===== config.mk =====
export PLATFORM = sky130hd
export DESIGN_NAME = y_tap_line_buffer
export DESIGN_NICKNAME = d
export VERILOG_FILES = /design/src/rtl/y_tap_line_buffer.sv
export SDC_FILE = /design/constraint.sdc
export NUM_CORES = 2
export LEC_CHECK = 0
export CAP_MARGIN = 40
export CORE_MARGIN = 2
export CORE_UTILIZATION = 65
export CTS_BUF_LIST = sky130_fd_sc_hd__clkbuf_8
export DETAILED_ROUTE_END_ITERATION = 8
export GPL_ROUTABILITY_DRIVEN = 0
export PLACE_DENSITY = 0.82
export SYNTH_ARGS = -nofsm -noshare
export SYNTH_HDL_FRONTEND = slang
export SYNTH_SLANG_ARGS = --single-unit

===== constraint.sdc =====
create_clock -name clk -period 6.3 [get_ports clk]
set_input_delay 1.26 -clock clk [delete_from_list [all_inputs] [get_ports clk]]
set_output_delay 1.26 -clock clk [all_outputs]
set_load 0.05 [all_outputs]

===== src/rtl/y_tap_line_buffer.sv =====
// y_tap_line_buffer: vertical tap gatherer for the y-direction weight tables.
// Keeps the three previous rows of a raster stream in line buffers and, for
// every accepted sample, registers the four vertically adjacent samples of
// that column (oldest on out_0, current on out_3). One cycle of latency and
// no backpressure. Tap sets are flagged valid only from row 3 of a frame on.
module y_tap_line_buffer #(
  parameter int DATA_W = 15,
  parameter int LINE_W = 64,
  parameter int ADDR_W = 6
) (
  input  logic              clk,
  input  logic              rst,
  input  logic              in_valid,
  input  logic              in_sof,
  input  logic [DATA_W-1:0] in_data,
  output logic              out_valid,
  output logic [DATA_W-1:0] out_0,
  output logic [DATA_W-1:0] out_1,
  output logic [DATA_W-1:0] out_2,
  output logic [DATA_W-1:0] out_3,
  output logic [ADDR_W-1:0] out_col,
  output logic              out_eol
);

  localparam logic [ADDR_W-1:0] LAST_COL = ADDR_W'(LINE_W - 1);

  // lb0 holds row r-1, lb1 row r-2, lb2 row r-3
  logic [DATA_W-1:0] lb0 [LINE_W];
  logic [DATA_W-1:0] lb1 [LINE_W];
  logic [DATA_W-1:0] lb2 [LINE_W];

  logic [ADDR_W-1:0] col;
  logic [1:0]        row_cnt;

  // Column and row this sample is placed at; in_sof forces row 0, col 0.
  logic [ADDR_W-1:0] c;
  logic [1:0]        row_use;
  logic              last;

  assign c       = in_sof ? '0 : col;
  assign row_use = in_sof ? 2'd0 : row_cnt;
  assign last    = (c == LAST_COL);

  // Column shift through the three line buffers; contents need no reset
  // because rows 0..2 of every frame are gated off the outputs.
  always_ff @(posedge clk) begin
    if (in_valid) begin
      lb2[c] <= lb1[c];
      lb1[c] <= lb0[c];
      lb0[c] <= in_data;
    end
  end

  // Raster position; row count saturates at 3 since only "row >= 3" matters.
  always_ff @(posedge clk) begin
    if (!rst) begin
      col     <= '0;
      row_cnt <= 2'd0;
    end else if (in_valid) begin
      col     <= last ? '0 : c + 1'b1;
      row_cnt <= (last && row_use != 2'd3) ? row_use + 2'd1 : row_use;
    end
  end

  // Registered tap set; data outputs hold across input bubbles.
  always_ff @(posedge clk) begin
    if (!rst) begin
      out_valid <= 1'b0;
      out_0     <= '0;
      out_1     <= '0;
      out_2     <= '0;
      out_3     <= '0;
      out_col   <= '0;
      out_eol   <= 1'b0;
    end else begin
      out_valid <= in_valid && (row_use == 2'd3);
      if (in_valid) begin
        out_0   <= lb2[c];
        out_1   <= lb1[c];
        out_2   <= lb0[c];
        out_3   <= in_data;
        out_col <= c;
        out_eol <= last;
      end
    end
  end

endmodule


==> results_tabular.tex <==
\begin{tabular}{lr}
\hline
Metric & Value \\
\hline
\multicolumn{2}{l}{\textbf{Worst setup path}} \\
Data arrival, critical path & 5.44 ns \\
Crit path required time & 7.28 ns \\
Nature of the critical path endpoint & register \\
Cell Chain, Critical Path & buf\_4 -> or3b\_4 -> buf\_12 -> buf\_12 -> buf\_4 -> o22ai\_1 -> a211oi\_1 -> o22ai\_1 -> or4\_4 -> o21ba\_1 \\
Critical Path Start Type & register \\
Critical path start-end classification & reg -> reg \\
Highest cell delay on the worst timing path & 0.86 ns \\
Cell type group with the largest total delay on the critical path & simple AND/OR/NAND/NOR gates \\
Slack of the worst reg-to-reg path & 1.84 ns \\
Buf+Inv Stages, Crit Path & 4 \\
Library cell contributing the largest single delay on the critical path & sky130\_fd\_sc\_hd\_\_or4\_4 \\
Worst Path Max Fanout & 65 \\
\multicolumn{2}{l}{\textbf{Power}} \\
PD cells & 302 nW/µm² \\
LEAKAGE & 42.3 nW \\
Maximum VDD drop & between 0.15 and 0.2 mV \\
Total design power & slightly below 40 mW \\
\multicolumn{2}{l}{\textbf{Clock network}} \\
Clock sink total & 2956 \\
Hold buffer count at CTS & 0 \\
Clock slew seen by the registers of the worst setup and hold paths & 0.06 ns \\
Post-CTS setup buffers & 0 \\
Worst-Skew Late Latency & 1.15 ns \\
Clock Tree Root & sky130\_fd\_sc\_hd\_\_clkbuf\_8 \\
Number of H-tree levels & 5 \\
CTS tree & built \\
Clock buffers created by TritonCTS & between 400 and 500 \\
Clock buffer depth & 4 \\
CTS-repair resized insts & 0 \\
\multicolumn{2}{l}{\textbf{Global routing}} \\
Via count of the first global-routing pass & 70.9k \\
Total routing usage reported by global routing & 37.6\% \\
Largest net degree at the start of global routing & 130 \\
Wire length of the first global-routing pass & 488 mm \\
Overflow left after global routing & 0 \\
Antenna violations before repair & 5 \\
\multicolumn{2}{l}{\textbf{STA}} \\
Part of the cycle the worst path needs & 70.8\% \\
Actual slew at the worst max-slew pin & 1.00 ns \\
Relative slew slack & 33.1\% \\
Clock Skew & 0.117 ns \\
Worst Setup Slack, final & 1.84 ns \\
Final hold vios & 0 \\
Final count of pins violating max slew & 0 \\
Fmax & 224 MHz \\
Minimum clock period after layout & 4.46 ns \\
Setup repair after global routing missed its margin & false \\
Setup\_tns & 0 ns \\
Final count of negative-setup-slack endpoints & 0 \\
\multicolumn{2}{l}{\textbf{Die}} \\
Boundary Pins & 87 \\
Core Box Area & 178000 µm² \\
Standard-cell row count & $\sim$160 \\
Full die area & around 180000 µm² \\
Die Wd & 427 µm \\
Die Ht & 427 µm \\
Initial core utilization & 65.3\% \\
\multicolumn{2}{l}{\textbf{Synth}} \\
Number of different library cells in the post-synthesis netlist & 64 \\
Cell accounting for the most synthesized area & sky130\_fd\_sc\_hd\_\_edfxtp\_1 \\
Async set-reset flop share out of synthesis & 0\% \\
Proportion of synthesized chip area in sequential cells & around 76\% \\
Cells after Synth & just under 7k \\
Synth top area share & 74.3\% \\
FF+latch count, synth & 2956 \\
Syn nets & 6957 \\
Synthesized area per cell & between 15 and 20 µm² \\
Yosys Warn Count & 0 \\
Ranking of synthesized cells by area & sky130\_fd\_sc\_hd\_\_edfxtp\_1 74\%, sky130\_fd\_sc\_hd\_\_mux2i\_1 7.8\%, sky130\_fd\_sc\_hd\_\_o22ai\_1 2.2\%, sky130\_fd\_sc\_hd\_\_a211oi\_1 2.0\%, sky130\_fd\_sc\_hd\_\_a22o\_1 1.9\% \\
Count of flip-flops with a built-in enable after synthesis & 2880 \\
Most frequently used flop master after synthesis & sky130\_fd\_sc\_hd\_\_edfxtp\_1 \\
Post-synthesis instance area & 116000 µm² \\
\multicolumn{2}{l}{\textbf{Detailed routing}} \\
Via/cell ratio & 7.26 \\
Remaining design rule violation count & 0 \\
Number of antenna-violating nets in the routed design & 0 \\
Via count & 72.3k \\
Routed wire length per instance & roughly 35 µm \\
Aggregate routed wire length & 346 mm \\
DRC violation total after the first TritonRoute iteration & 12.5k \\
Detailed Routing Iterations Pass 1 & 7 \\
\multicolumn{2}{l}{\textbf{Place}} \\
Cell count after placement & 9163 \\
Post-DP HPWL & 184 mm \\
Worst slack after detailed placement & 1.57 ns \\
\# port buffers & 86 \\
\multicolumn{2}{l}{\textbf{Finish}} \\
Share of post-route cells with drive strength above 1 & around an eighth \\
Most frequent cells in the layout & 2880 x sky130\_fd\_sc\_hd\_\_edfxtp\_1, 905 x sky130\_fd\_sc\_hd\_\_mux2i\_1, 464 x sky130\_fd\_sc\_hd\_\_clkbuf\_8, 447 x sky130\_fd\_sc\_hd\_\_nand2\_1, 407 x sky130\_fd\_sc\_hd\_\_o22ai\_1 \\
Most frequent standard cell in the layout excluding fill and tap cells & sky130\_fd\_sc\_hd\_\_edfxtp\_1 \\
Filler cells & 9761 \\
Syn-to-layout area delta & 11.4\% \\
Post-layout nets & 7277 \\
Final cell utilization of the core & 72.7\% \\
Combined area of the multi-input logic cells & 26500 µm² \\
Number of standard cells in the final layout excluding fillers & about 10k \\
FF+latch area & 88000 µm² \\
\multicolumn{2}{l}{\textbf{Worst hold path}} \\
Type of the most critical hold path & in -> reg \\
\multicolumn{2}{l}{\textbf{Flow run}} \\
Max-Cap Viols & 0 \\
\multicolumn{2}{l}{\textbf{Status}} \\
Outcome & completed \\
\hline
\end{tabular}
worst register-to-register path, delay by kind of cell (launching register included):
family,cells,cell delay [ns]
AND/OR/NAND/NOR,2,1.45
buffers and inverters,4,1.37
AO/OA/AOI/OAI,4,0.90
flip-flops,1,0.62
cells in the mapped netlist (all sizes together) (2+ instances only):
| master | number |
|---|---|
| o22ai | 407 |
| a22o | 257 |
| a2111o | 8 |
| or4 | 30 |
| a221oi | 42 |
| or2 | 3 |
| a22oi | 43 |
| nor3 | 3 |
| a21oi | 131 |
| nand2 | 452 |
| a211oi | 317 |
| o21a | 18 |
| o22a | 8 |
| clkbuf | 203 |
| dfxtp | 76 |
| and2 | 6 |
| o211ai | 12 |
| nor2b | 33 |
| edfxtp | 2880 |
| or3b | 2 |
| o2111ai | 4 |
| o41a | 2 |
| o221ai | 17 |
| nor2 | 99 |
| o21ai | 347 |
| o21ba | 30 |
| a21o | 5 |
| mux2i | 905 |
| a2bb2oi | 2 |
| nand3b | 20 |
| mux2 | 74 |
| buf | 287 |
| nand3 | 5 |
| inv | 3 |
| a221o | 107 |
| o31ai | 15 |
| a222oi | 11 |
| nand2b | 23 |
| o31a | 12 |
| a2111oi | 25 |
cell type report:
cell class,count,area share [%]
repair buffers,362,3.13
diodes,4,0.00772
multi-input cells,3488,20.4
inverters,3,0.0212
clock buffers,464,4.93
clock inverters,320,1.31
well taps,2355,2.27
flip-flops and latches,2956,67.9
per-layer routing:
metal	wire length, µm	GRT usage (%)	up-vias
li1	-	-	28800
met1	111000	48.0	35100
met2	154000	56.2	6812
met3	53100	10.7	1612
met4	29000	25.8	4
met5	29	0	-
through the flow:
| stage | hold WS (ns) | instance area [µm²] |
|---|---|---|
| after floorplan | 0.468 | 116000 |
| final | 0.465 | 130000 |
| after detailed placement | 0.489 | 122000 |
| after global routing | 0.466 | 130000 |
| after global placement | 0.463 | 121000 |
| after CTS | 0.386 | 130000 |
power breakdown:
group	total [mW]	switching, mW	internal (mW)
logic	2.48	1.73	0.753
registers	22.1	0.0875	22.0
clock network	14.6	7.24	7.39
total	39.2	9.05	30.1
state kept, by name (all words and copies together), names as in the netlist:
register   count
col            6
out_2         15
out_valid      1
out_col        6
out_eol        1
lb1          960
out_3         15
lb2          960
lb0          960
out_1         15
row_cnt        2
out_0         15
kinds of logic after synthesis:
kind of cell,count (synthesis),synth area share (%)
flops,2956,75.6
compound gates,1826,11.1
mux,980,8.54
simple gates,680,2.63
buf+inv,493,2.15
xor+xnor,1,0.00753
fa+ha+maj,1,0.0107
worst paths after layout:
path,start,endpoint,cells past startpoint
max,col[2]$_SDFFE_PN0P_,out_1[12]$_SDFFE_PN0P_,10
min,in_data[11],lb0[36][11]$_DFFE_PP_,1
max reg2reg,col[2]$_SDFFE_PN0P_,out_1[12]$_SDFFE_PN0P_,10
min reg2reg,out_col[5]$_SDFFE_PN0P_,out_col[5]$_SDFFE_PN0P_,2
No activity file was read; power rests on OpenSTA's default activity.
